`config.mk`:
```
export PLATFORM = sky130hd
export DESIGN_NAME = float_to_fixed_stage_flat
export DESIGN_NICKNAME = d
export VERILOG_FILES = /design/src/rtl/float_to_fixed_stage_if.sv /design/src/rtl/float_to_fixed_stage.sv /design/src/flat_wrapper.sv
export SDC_FILE = /design/constraint.sdc
export NUM_CORES = 1
export LEC_CHECK = 0
export CORE_MARGIN = 5
export CORE_UTILIZATION = 47
export DETAILED_ROUTE_END_ITERATION = 8
export HOLD_SLACK_MARGIN = 0.02
export PLACE_DENSITY = 0.69
export SETUP_SLACK_MARGIN = 0.02
export SYNTH_ARGS = -nofsm -noshare
export SYNTH_HDL_FRONTEND = slang
export SYNTH_SLANG_ARGS = --single-unit
```
`constraint.sdc`:
```
create_clock -name clk -period 7.15 [get_ports clk]
set_input_delay 1.43 -clock clk [delete_from_list [all_inputs] [get_ports clk]]
set_output_delay 1.43 -clock clk [all_outputs]
set_load 0.01 [all_outputs]
```
`src/rtl/float_to_fixed_stage_if.sv`:
```
// Operand/result bundle for the float-to-fixed converter: one float in, one
// fixed-point result with overflow/NaN flags out.
interface float_to_fixed_stage_if #(
    parameter int OUT_WIDTH = 32
);
    logic                 in_valid;
    logic [31:0]          in_data;
    logic                 out_valid;
    logic [OUT_WIDTH-1:0] out_data;
    logic                 out_overflow;
    logic                 out_nan;

    modport master (
        output in_valid, in_data,
        input  out_valid, out_data, out_overflow, out_nan
    );

    modport slave (
        input  in_valid, in_data,
        output out_valid, out_data, out_overflow, out_nan
    );
endinterface

```
`src/rtl/float_to_fixed_stage.sv`:
```
// Three-stage IEEE-754 single to signed fixed-point converter (unpack, align, sign/saturate).
// Define FLOAT_TO_FIXED_ROUND_EN for round-half-away-from-zero instead of truncation.
module float_to_fixed_stage #(
    parameter int OUT_WIDTH = 32,
    parameter int FRAC_BITS = 16
) (
    input  logic                    clk,
    input  logic                    rst,
    input  logic                    clk_en,
    float_to_fixed_stage_if.slave   bus
);
`ifdef FLOAT_TO_FIXED_ROUND_EN
    localparam int GB = 1;
`else
    localparam int GB = 0;
`endif
    localparam int WW = OUT_WIDTH + 25;
    localparam logic signed [11:0] SH_BIAS = 12'(FRAC_BITS + GB - 23);
    localparam logic [WW-1:0] LIM = {{(WW-OUT_WIDTH){1'b0}}, 1'b1, {(OUT_WIDTH-1){1'b0}}};
    localparam logic [OUT_WIDTH-1:0] POS_MAX = {1'b0, {(OUT_WIDTH-1){1'b1}}};
    localparam logic [OUT_WIDTH-1:0] NEG_MAX = {1'b1, {(OUT_WIDTH-1){1'b0}}};

    logic               r_s1_valid, r_s1_sign, r_s1_zero, r_s1_nan, r_s1_inf;
    logic signed [9:0]  r_s1_exp;
    logic [23:0]        r_s1_sig;

    logic                 r_s2_valid, r_s2_sign, r_s2_ovf, r_s2_nan;
    logic [OUT_WIDTH-1:0] r_s2_mag;

    logic                 r_out_valid, r_out_ovf, r_out_nan;
    logic [OUT_WIDTH-1:0] r_out_data;

    logic signed [11:0]   w_sh;
    logic [11:0]          w_amt;
    logic [WW-1:0]        w_wide, w_mag;
    logic                 w_huge, w_ovf;
    logic [OUT_WIDTH-1:0] w_res;

    // Stage 1: unpack the float and classify zero/denormal, NaN and Inf.
    always_ff @(posedge clk) begin
        if (rst) begin
            r_s1_valid <= 1'b0;
            r_s1_sign  <= 1'b0;
            r_s1_zero  <= 1'b0;
            r_s1_nan   <= 1'b0;
            r_s1_inf   <= 1'b0;
            r_s1_exp   <= 10'sd0;
            r_s1_sig   <= 24'd0;
        end else if (clk_en) begin
            r_s1_valid <= bus.in_valid;
            r_s1_sign  <= bus.in_data[31];
            r_s1_exp   <= {2'b00, bus.in_data[30:23]} - 10'd127;
            r_s1_sig   <= {1'b1, bus.in_data[22:0]};
            r_s1_zero  <= (bus.in_data[30:23] == 8'd0);
            r_s1_nan   <= (bus.in_data[30:23] == 8'hFF) && (bus.in_data[22:0] != 23'd0);
            r_s1_inf   <= (bus.in_data[30:23] == 8'hFF) && (bus.in_data[22:0] == 23'd0);
        end
    end

    // Stage 2 datapath: shift the significand into place and judge the range.
    // Left shifts past OUT_WIDTH are saturating anyway, so they never reach the shifter.
    always_comb begin
        w_sh   = {{2{r_s1_exp[9]}}, r_s1_exp} + SH_BIAS;
        w_amt  = 12'd0;
        w_wide = {WW{1'b0}};
        w_huge = 1'b0;
        if (w_sh >= 12'sd0) begin
            w_amt = w_sh;
            if (w_amt > 12'(OUT_WIDTH)) begin
                w_huge = 1'b1;
            end else begin
                w_wide = {{(WW-24){1'b0}}, r_s1_sig} << w_amt;
            end
        end else begin
            w_amt = 12'(-w_sh);
            if (w_amt >= 12'd24) begin
                w_wide = {WW{1'b0}};
            end else begin
                w_wide = {{(WW-24){1'b0}}, r_s1_sig} >> w_amt;
            end
        end
`ifdef FLOAT_TO_FIXED_ROUND_EN
        w_mag = (w_wide >> 1) + {{(WW-1){1'b0}}, w_wide[0]};
`else
        w_mag = w_wide;
`endif
        w_ovf = w_huge || (w_mag > LIM) || ((w_mag == LIM) && !r_s1_sign);
    end

    // Stage 2 registers: magnitude plus saturate/NaN decisions.
    always_ff @(posedge clk) begin
        if (rst) begin
            r_s2_valid <= 1'b0;
            r_s2_sign  <= 1'b0;
            r_s2_ovf   <= 1'b0;
            r_s2_nan   <= 1'b0;
            r_s2_mag   <= {OUT_WIDTH{1'b0}};
        end else if (clk_en) begin
            r_s2_valid <= r_s1_valid;
            r_s2_sign  <= r_s1_sign;
            r_s2_nan   <= r_s1_nan;
            r_s2_ovf   <= r_s1_inf || (!r_s1_zero && !r_s1_nan && w_ovf);
            r_s2_mag   <= (r_s1_zero || r_s1_nan || r_s1_inf || w_ovf) ?
                          {OUT_WIDTH{1'b0}} : w_mag[OUT_WIDTH-1:0];
        end
    end

    // Stage 3 datapath: apply sign or substitute the saturated / NaN result.
    always_comb begin
        if (r_s2_nan) begin
            w_res = {OUT_WIDTH{1'b0}};
        end else if (r_s2_ovf) begin
            w_res = r_s2_sign ? NEG_MAX : POS_MAX;
        end else if (r_s2_sign) begin
            w_res = {OUT_WIDTH{1'b0}} - r_s2_mag;
        end else begin
            w_res = r_s2_mag;
        end
    end

    // Output registers; flags are forced low on bubbles.
    always_ff @(posedge clk) begin
        if (rst) begin
            r_out_valid <= 1'b0;
            r_out_data  <= {OUT_WIDTH{1'b0}};
            r_out_ovf   <= 1'b0;
            r_out_nan   <= 1'b0;
        end else if (clk_en) begin
            r_out_valid <= r_s2_valid;
            r_out_data  <= r_s2_valid ? w_res : {OUT_WIDTH{1'b0}};
            r_out_ovf   <= r_s2_valid && r_s2_ovf && !r_s2_nan;
            r_out_nan   <= r_s2_valid && r_s2_nan;
        end
    end

    assign bus.out_valid    = r_out_valid;
    assign bus.out_data     = r_out_data;
    assign bus.out_overflow = r_out_ovf;
    assign bus.out_nan      = r_out_nan;
endmodule

```
`src/flat_wrapper.sv`:
```
// flat-port wrapper written by rule: the top's interface ports become plain ports
module float_to_fixed_stage_flat 
#(
    parameter int OUT_WIDTH = 32,
    parameter int FRAC_BITS = 16
)
  (clk, rst, clk_en, bus_in_valid, bus_in_data, bus_out_valid, bus_out_data, bus_out_overflow, bus_out_nan);
  float_to_fixed_stage_if #(.OUT_WIDTH(OUT_WIDTH)) bus_i ();
  input  logic clk;
  input  logic rst;
  input  logic clk_en;
  input wire logic [$bits(bus_i.in_valid)-1:0] bus_in_valid;
  input wire logic [$bits(bus_i.in_data)-1:0] bus_in_data;
  output wire logic [$bits(bus_i.out_valid)-1:0] bus_out_valid;
  output wire logic [$bits(bus_i.out_data)-1:0] bus_out_data;
  output wire logic [$bits(bus_i.out_overflow)-1:0] bus_out_overflow;
  output wire logic [$bits(bus_i.out_nan)-1:0] bus_out_nan;
  assign bus_i.in_valid = bus_in_valid;
  assign bus_i.in_data = bus_in_data;
  assign bus_out_valid = bus_i.out_valid;
  assign bus_out_data = bus_i.out_data;
  assign bus_out_overflow = bus_i.out_overflow;
  assign bus_out_nan = bus_i.out_nan;
  float_to_fixed_stage #(.OUT_WIDTH(OUT_WIDTH), .FRAC_BITS(FRAC_BITS)) u_core (.clk(clk), .rst(rst), .clk_en(clk_en), .bus(bus_i));
endmodule
```
==> results.ini, run 1 <==
[critical_path]
r2r-end=u_core.r_s2_mag[13]
crit_path_max_incr_delay_ps=840
timing.rr.start=u_core.r_s1_exp[1]
crit_slowest_cell=nor2_1
cp-endpoint=u_core.r_s2_mag[13]
cp-startpoint=u_core.r_s1_exp[1]
cp.required_ps=7410
crit_type=reg2reg
path_cells=ha_1, a2111oi_0, xor2_1, a21o_1, nor2_1, o21ai_0, a41oi_1, o31ai_1, nor4b_1, nand2_1, buf_4, o41ai_1
startpoint_type=register
reg2reg_slack_ps=1810
ff2ff_path_depth=12
crit_fanout=31
worstPathArrival_ps=5600
critPathCaptureType=register

[clock_network]
clock_latency_ps=370
tritoncts=built
post_cts_resized=0
clock-root-buffer=clkbuf_16
cts_buffers=9
clk_transition_reported_paths_ps=90
htreeDepth=3
cts.sink_count=109
holdBufCountCts=0
cts_setup_buffers=0
clock_path_buffers=2

[final_layout]
final_cell_count_no_fill=1484
layout_common_cells=nor2_1 (129), dfxtp_1 (107), nand2_1 (98)
nets=1250
syn_to_final_growth_pct=11.1
n_antenna_cell=0
final_core_util=0.532
layout_commonest_cell=nor2_1
finalInstanceArea_sq_um=10800
drive_gt1_frac=0.115

[timing]
maxSlewViolCount=0
finalWorstSetupSlack_ps=1810
setup_viol=0
slew_headroom=0.153
period_minus_slack_ps=5340
tightest_slew_ps=1260
fmax_mhz=187
final.setup_skew_ps=15.3
finalSetupTns_ps=0
grt_setup_unrepaired=no
hold_violations=0
finalCritPeriodShare=0.747

[detailed_routing]
wl_mm=32.6
ant_nets=0
drc_errors=0
dr.pass1.iters=6
vias=9818
vias_per_cell=6.62
wl_per_cell_microns=22.0
drt_iter0_markers=1376

[placed_design]
place_area_sq_um=10500
placedCellCount=1468
dpl_worst_slack_ps=2040
port_buffers=70
dp_hpwl_mm=24.2
finalWeightedCongestion=1.06

[die]
die_y_microns=154
core_sq_um=20300
die_w_microns=154
ios=71
die-area_sq_um=23700
rows=52
start_util=0.479

[power_and_ir_drop]
p_int_mw=1.13
p_sw_uw=745
seqPwrFrac=0.356
power.density_nw_per_um2=173
vdd_drop_max_mv=0.124
clock_power_share=0.283
comb_power_share=0.361
power_leakage_nw=3.79
switching_share=0.398

[job]
maxCapViolCount=0

[synth]
synthCells=1214
syn_nets=1255
yosysUniqueCellTypes=78
ys.flop_type=dfxtp_1
synthesis.area_sq_um=9720
seq_area_frac_synth=0.224
ys_async_sr_fraction=0
synth-edff-count=0
syn_avg_cell_area_sq_um=8.01
yosys_warnings=0
ys_seq_elements=109

[global_routing]
antenna_found_initial=1
grt_util_all_layers=0.271
first_global_vias=9025
grt_pass1_wl_mm=52.0
grt_max_degree=75
grt-ovfl-total=0

[status]
status=finished clean

[worst_hold_path]
min_path_type=reg2reg

-- worst max-delay path, delay by kind of cell (launching register included) --
kind                     cells  cell delay, ps
flip-flops                   1             660
adder cells (fa/ha/maj)      1             750
AO/OA/AOI/OAI                6            1680
buffers and inverters        1             280
AND/OR/NAND/NOR              3            1570
XOR/XNOR                     1             280
-- cell usage after synthesis, types with 6 or more instances --
| master | count | area [sq um] |
|---|---|---|
| a211oi_1 | 16 | 120 |
| a21o_1 | 7 | 52.6 |
| a21oi_1 | 97 | 485 |
| a31oi_1 | 7 | 43.8 |
| and3_1 | 8 | 50.1 |
| buf_1 | 9 | 33.8 |
| buf_2 | 22 | 110 |
| buf_4 | 6 | 45.0 |
| clkbuf_1 | 69 | 259 |
| dfxtp_1 | 109 | 2180 |
| inv_1 | 12 | 45.0 |
| mux2_2 | 22 | 248 |
| mux2i_1 | 79 | 791 |
| mux4_2 | 35 | 788 |
| nand2_1 | 98 | 368 |
| nand2b_1 | 45 | 282 |
| nand3_1 | 34 | 170 |
| nand4_1 | 13 | 81.3 |
| nor2_1 | 129 | 484 |
| nor2b_1 | 24 | 150 |
| nor3_1 | 34 | 170 |
| nor3b_1 | 8 | 60.1 |
| nor4_1 | 9 | 56.3 |
| nor4b_1 | 6 | 52.6 |
| o211ai_1 | 14 | 105 |
| o21a_1 | 12 | 90.1 |
| o21ai_0 | 54 | 270 |
| o22ai_1 | 14 | 87.6 |
| o31ai_1 | 23 | 173 |
| o41ai_1 | 7 | 61.3 |
| o41ai_2 | 18 | 293 |
| or3_1 | 13 | 81.3 |
| or4_1 | 10 | 75.1 |
| xnor2_1 | 29 | 254 |
| xor2_1 | 13 | 114 |
-- worst min-delay path by stage --
stage,startpoint,endpoint,slack (ps),cells after the start
2_1_floorplan,u_core.r_s1_zero,u_core.r_s1_zero,450,2
3_3_place_gp,u_core.bus.out_data[31],u_core.bus.out_data[31],460,2
3_5_place_dp,u_core.bus.out_data[16],u_core.bus.out_data[16],460,2
4_1_cts,u_core.bus.out_data[16],u_core.bus.out_data[16],470,2
5_1_grt,u_core.bus.out_data[29],u_core.bus.out_data[29],500,2
6_report,u_core.bus.out_data[27],u_core.bus.out_data[27],470,2
-- stage by stage --
stage               total power, mW  hold slack (ps)
global route                   1.96              496
global placement               1.33              458
floorplan                      1.14              446
CTS                            1.86              474
detailed placement             1.33              460
finish                         1.87              472
-- metal layers --
layer,track usage,vias to the layer above,share of wire
met5,0,-,0
met4,0.109,0,0.044
met3,0.0469,107,0.097
met2,0.387,522,0.42
met1,0.403,4640,0.44
li1,-,4549,-
-- cell families (layout without fill, tap and decap cells) --
| family | after synthesis | after routing | synth area share |
|---|---|---|---|
| flops | 109 | 109 | 0.224 |
| compound gates | 337 | 337 | 0.245 |
| mux | 141 | 141 | 0.194 |
| fa+ha+maj | 5 | 5 | 0.00643 |
| simple gates | 456 | 456 | 0.236 |
| buf+inv | 123 | 123 | 0.0542 |
| xor+xnor | 43 | 43 | 0.0395 |
-- cell type report --
| class | instances | area, sq um |
|---|---|---|
| tap | 270 | 338 |
| sequential | 109 | 2190 |
| timing repair buffer | 92 | 861 |
| clock inverter | 7 | 86.3 |
| multi-input combinational | 982 | 7050 |
| inverter | 15 | 56.3 |
| fill | 1997 | 9500 |
| clock buffer | 9 | 225 |
-- state kept, by name (all words and copies together) (netlist names) --
name,count
u_core.r_s2_ovf,1
u_core.r_s2_valid,1
u_core.r_s1_sign,1
u_core.bus.out_nan,1
u_core.r_s1_sig,24
u_core.bus.out_overflow,1
u_core.r_s1_exp,9
u_core.r_s2_sign,1
u_core.r_s1_nan,1
u_core.r_s1_inf,1
u_core.r_s1_zero,1
u_core.r_s1_valid,1
u_core.bus.out_valid,1
u_core.r_s2_mag,32
u_core.r_s2_nan,1
u_core.bus.out_data,32
-- power groups by stage --
stage               clock [mW]  combinational (mW)  sequential, mW
global placement             0               0.657           0.677
detailed placement           0               0.650           0.678
CTS                      0.546               0.652           0.664
finish                   0.531               0.675           0.666
global route             0.569               0.719           0.670
floorplan                    0               0.489           0.650
(Power assumes the default switching activity.)
==> inputs of run 2 (changes only) <==
- PLACE_DENSITY: 0.69 -> 0.72
- clock period: 7.15 -> 4.7 ns (I/O delays scaled with it)
==> run 2 against run 1 <==
  * Combinational power rose by 63%
  * Register-to-register slack got worse by 1400 ps
  * Total power rose by 56%
  * Via count rose by 1.6%
  * Worst setup slack got worse by 1400 ps
  * Critical path type unchanged
  * Fmax rose by 23%
  * Largest power group unchanged
  * Critical path depth rose by 3
  * Cell area rose by 3.0%
  * Clock-buffer cell count did not move
==> results.ini, run 2 (synthesis results as in run 1) <==
[clock_network]
holdBufCountCts=0  ; unchanged
clock_latency_ps=370  ; about the same
htreeDepth=3  ; unchanged
cts_setup_buffers=0  ; unchanged
clock_path_buffers=2  ; unchanged
tritoncts=built
clock-root-buffer=clkbuf_16
cts.sink_count=109  ; unchanged
post_cts_resized=0  ; unchanged
clk_transition_reported_paths_ps=90  ; about the same
cts_buffers=9  ; unchanged

[die]
ios=71  ; unchanged
die_y_microns=154  ; unchanged
die-area_sq_um=23700  ; unchanged
core_sq_um=20300  ; unchanged
start_util=0.479  ; unchanged
rows=52  ; unchanged
die_w_microns=154  ; unchanged

[global_routing]
first_global_vias=9027  ; +0.022%
grt-ovfl-total=0  ; unchanged
grt_pass1_wl_mm=53.6  ; +2.9%
grt_max_degree=80  ; +6.7%
antenna_found_initial=0  ; -1
grt_util_all_layers=0.281  ; +0.0103

[timing]
final.setup_skew_ps=18.8  ; +3.54 ps
grt_setup_unrepaired=no
period_minus_slack_ps=4340  ; -1000 ps
hold_violations=0  ; unchanged
finalSetupTns_ps=0  ; unchanged
tightest_slew_ps=906  ; -356 ps
slew_headroom=0.389  ; +0.236
setup_viol=0  ; unchanged
maxSlewViolCount=0  ; unchanged
finalWorstSetupSlack_ps=365  ; -1450 ps
finalCritPeriodShare=0.922  ; +0.176
fmax_mhz=231  ; +23%

[detailed_routing]
drt_iter0_markers=1170  ; -15%
dr.pass1.iters=6  ; unchanged
ant_nets=0  ; unchanged
wl_mm=34.2  ; +4.9%
drc_errors=0  ; unchanged
vias_per_cell=6.55  ; -0.96%
wl_per_cell_microns=22.5  ; +2.3%
vias=9973  ; +1.6%

[final_layout]
n_antenna_cell=0  ; unchanged
nets=1288  ; +3.0%
final_cell_count_no_fill=1522  ; +2.6%
drive_gt1_frac=0.141  ; +0.0261
layout_common_cells=nor2_1 (129), dfxtp_1 (107), nand2_1 (98)
layout_commonest_cell=nor2_1
syn_to_final_growth_pct=14.4
num-fill-cells=1969  ; -1.4%

[critical_path]
crit_fanout=75  ; +140%
cp.required_ps=4970  ; -2440 ps
timing.rr.start=u_core.r_s1_exp[0]
crit_type=reg2reg
r2r-end=u_core.r_s2_mag[17]
worstPathArrival_ps=4610  ; -990 ps
ff2ff_path_depth=15  ; +3
critPathCaptureType=register
startpoint_type=register
reg2reg_slack_ps=360  ; -1450 ps

[job]
maxCapViolCount=0  ; unchanged

[power_and_ir_drop]
p_int_mw=1.76  ; +56%
vdd_drop_max_mv=0.169  ; +37%
seqPwrFrac=0.342  ; -0.014
comb_power_share=0.376  ; +0.015
p_sw_mw=1.17  ; +57%
p_total_mw=2.93  ; +56%
power.density_nw_per_um2=263  ; +52%
power_leakage_nw=3.98  ; +5.2%
clock_power_share=0.282  ; about the same
switching_share=0.399  ; +0.00136

[placed_design]
dp_hpwl_mm=25.9  ; +7.2%
port_buffers=70  ; unchanged
finalWeightedCongestion=1.01  ; -4.9%
placedCellCount=1506  ; +2.6%
dpl_worst_slack_ps=411  ; -1630 ps

[status]
status=finished clean

[worst_hold_path]
hold_path_depth=2  ; unchanged
min_path_type=reg2reg
min_from=u_core.r_s1_zero
whs_endpoint=u_core.r_s1_zero

==> run 2: changes by cell type in the layout (fill, tap and decap cells not counted), sizes merged <==
cell,change
buf,+38
==> run 2: cell type report <==
cell class	count	area, sq um	area share
clock buffers	9	225	0.0202
clock inverters	7	91.3	0.00821
inverters	15	56.3	0.00506
multi-input cells	982	7040	0.633
flip-flops and latches	109	2190	0.197
well taps	270	338	0.0304
repair buffers	130	1180	0.106
==> run 2: worst max-delay path, stage by stage (launching register included) <==
cell	delay [ps]
dfxtp_4	410
ha_2	380
buf_12	330
mux2i_1	230
buf_4	140
nand2_1	50
a32oi_1	400
buf_4	230
mux2i_1	180
o32a_1	350
nand2b_1	150
or4b_4	500
nor4b_4	250
nor2_2	40
buf_4	240
o41ai_2	350
==> run 2: metal layers <==
layer,GRT usage,vias to the layer above,part of all wire
li1,-,4601,-
met1,0.413,4728,0.44
met2,0.413,551,0.42
met3,0.0509,93,0.097
met4,0.0984,0,0.040
met5,0,-,0
==> run 2: stage by stage <==
stage                     hold slack, ps  utilization  instance area [sq um]
after CTS                            476        0.548                  11100
final                                473        0.548                  11100
after global placement               457        0.532                  10800
after floorplan                      446            -                   9720
after global routing                 493        0.548                  11100
after detailed placement             461        0.532                  10800
==> run 2: worst max-delay path by stage <==
stage	from	end	slack [ps]
6_report	u_core.r_s1_exp[0]	u_core.r_s2_mag[17]	360
5_1_grt	u_core.r_s1_exp[0]	u_core.r_s2_mag[12]	40
4_1_cts	u_core.r_s1_exp[0]	u_core.r_s2_mag[17]	390
3_5_place_dp	u_core.r_s1_exp[0]	u_core.r_s2_mag[17]	410
3_3_place_gp	u_core.r_s1_exp[0]	u_core.r_s2_mag[13]	420
2_1_floorplan	u_core.r_s1_exp[0]	u_core.r_s2_mag[16]	980
==> run 2: power by group through the flow <==
stage | registers (mW) | logic [mW] | clock network (mW)
finish | 1.00 | 1.10 | 0.825
global route | 1.00 | 1.17 | 0.879
CTS | 0.998 | 1.07 | 0.836
detailed placement | 1.02 | 1.06 | 0
global placement | 1.02 | 1.08 | 0
floorplan | 0.989 | 0.744 | 0
==> inputs of run 3 (changes only) <==
- ABC_CLOCK_PERIOD_IN_PS: default -> 4700
- CORE_UTILIZATION: 47 -> 55
- HOLD_SLACK_MARGIN: 0.02 -> 0.05
- PLACE_DENSITY: 0.72 -> 0.81
==> run 3 against run 2 <==
  * Total power fell by 0.50%
  * Sequential power barely moved
  * Highest routed layer unchanged
  * Final cell count fell by 3.0%
  * Largest cell class unchanged
  * Combinational power barely moved
  * Clock skew fell by 7.5 ps
  * Hold slack barely moved
==> results.ini, run 3 (synthesis results as in run 1) <==
[worst_hold_path]
min_path_type=reg2reg
whs_endpoint=u_core.bus.out_data[31]
min_from=u_core.bus.out_data[31]
hold_path_depth=2  ; unchanged

[final_layout]
layout_commonest_cell=nor2_1
regArea_sq_um=2190  ; unchanged
layout_common_cells=nor2_1 (129), dfxtp_1 (107), nand2_1 (98)
finalInstanceArea_sq_um=11000  ; -0.66%
num-fill-cells=1477  ; -25%
nets=1288  ; unchanged
drive_gt1_frac=0.141  ; unchanged
syn_to_final_growth_pct=13.6
multi_input_area_sq_um=7040  ; unchanged
final_core_util=0.639  ; +0.0909
n_antenna_cell=0  ; unchanged
final_cell_count_no_fill=1477  ; -3.0%

[die]
die_y_microns=143  ; -7.1%
start_util=0.562  ; +0.0832
rows=48  ; -7.7%
core_sq_um=17300  ; -15%
ios=71  ; unchanged
die_w_microns=143  ; -7.1%
die-area_sq_um=20400  ; -14%

[detailed_routing]
vias_per_cell=6.85  ; +4.5%
wl_mm=34.0  ; -0.58%
vias=10117  ; +1.4%
drc_errors=0  ; unchanged
ant_nets=0  ; unchanged
wl_per_cell_microns=23.0  ; +2.4%
drt_iter0_markers=1480  ; +26%
dr.pass1.iters=6  ; unchanged

[placed_design]
port_buffers=70  ; unchanged
finalWeightedCongestion=1.01  ; -0.73%
place_area_sq_um=10700  ; -0.64%
placedCellCount=1461  ; -3.0%
dpl_worst_slack_ps=461  ; +50.3 ps
dp_hpwl_mm=25.6  ; -1.3%

[critical_path]
crit_path_max_incr_delay_ps=610  ; +110 ps
ff2ff_path_depth=11  ; -4
cpMostUsedCell=buf_4
timing.rr.start=u_core.r_s1_exp[0]
reg2reg_slack_ps=380  ; +20 ps
cpLargestDelayFamily=simple AND/OR/NAND/NOR gates
path_cells=buf_4, mux2i_1, mux4_2, or4_1, o32a_1, nand2b_1, or4b_4, nor4b_4, nor2_2, buf_4, o41ai_2
crit_slowest_cell=mux4_2
startpoint_type=register
critPathBufInv=2  ; -2
cp.required_ps=4960  ; about the same
crit_fanout=57  ; -24%
crit_type=reg2reg
critPathCaptureType=register
r2r-end=u_core.r_s2_mag[23]
worstPathArrival_ps=4580  ; -30 ps

[timing]
maxSlewViolCount=0  ; unchanged
slew_headroom=0.256  ; -0.133
finalWorstSetupSlack_ps=383  ; +18.2 ps
hold_violations=0  ; unchanged
tightest_slew_ps=1110  ; +201 ps
finalCritPeriodShare=0.919  ; -0.00387
setup_viol=0  ; unchanged
fmax_mhz=232  ; +0.42%
finalSetupTns_ps=0  ; unchanged
final.setup_skew_ps=11.4  ; -7.45 ps
grt_setup_unrepaired=no
period_minus_slack_ps=4320  ; -18.2 ps
hold_ws_ps=473  ; -0.00300 ps

[power_and_ir_drop]
vdd_drop_max_mv=0.184  ; +8.8%
p_total_mw=2.91  ; -0.50%
power.density_nw_per_um2=263  ; +0.16%
power_leakage_nw=3.98  ; about the same

[global_routing]
antenna_found_initial=0  ; unchanged
grt_util_all_layers=0.332  ; +0.0512
first_global_vias=9160  ; +1.5%
grt-ovfl-total=0  ; unchanged
grt_pass1_wl_mm=53.5  ; -0.19%
grt_max_degree=69  ; -14%

[clock_network]
tritoncts=built
clock_path_buffers=2  ; unchanged
cts_buffers=9  ; unchanged
post_cts_resized=0  ; unchanged
clock_latency_ps=370  ; about the same
clk_transition_reported_paths_ps=90  ; about the same
cts.sink_count=109  ; unchanged
holdBufCountCts=0  ; unchanged
clock-root-buffer=clkbuf_16
cts_setup_buffers=0  ; unchanged
htreeDepth=3  ; unchanged

[job]
maxCapViolCount=0  ; unchanged

[status]
status=finished clean

-- run 3: worst min-delay path: stages (launching register included) --
cell	delay, ps
dfxtp_1	320
nand2b_1	60
a21oi_1	50
-- run 3: where the power goes --
group          switching [mW]  total [mW]  internal, mW
registers              0.0565        1.00         0.947
clock network           0.420       0.806         0.386
logic                   0.678        1.10         0.423
-- run 3: worst max path at each step --
| stage | from | to | depth (start not counted) |
|---|---|---|---|
| 3_5_place_dp | u_core.r_s1_exp[0] | u_core.r_s2_mag[12] | 12 |
| 6_report | u_core.r_s1_exp[0] | u_core.r_s2_mag[23] | 11 |
| 5_1_grt | u_core.r_s1_exp[0] | u_core.r_s2_mag[12] | 12 |
| 2_1_floorplan | u_core.r_s1_exp[0] | u_core.r_s2_mag[16] | 13 |
| 4_1_cts | u_core.r_s1_exp[0] | u_core.r_s2_mag[23] | 12 |
| 3_3_place_gp | u_core.r_s1_exp[0] | u_core.r_s2_mag[13] | 12 |
-- run 3: routing by layer --
layer / part of all wire / up-vias / global-route usage
met2: 0.43 / 589 / 0.489
met4: 0.051 / 0 / 0.141
met3: 0.11 / 121 / 0.0794
met1: 0.41 / 4796 / 0.466
met5: 0 / - / 0
li1: - / 4611 / -
-- run 3: area by class of cell --
cell class              instances  area share
flip-flops and latches        109       0.198
well taps                     225      0.0255
multi-input cells             982       0.637
inverters                      15     0.00510
clock inverters                 7     0.00781
clock buffers                   9      0.0204
repair buffers                130       0.106
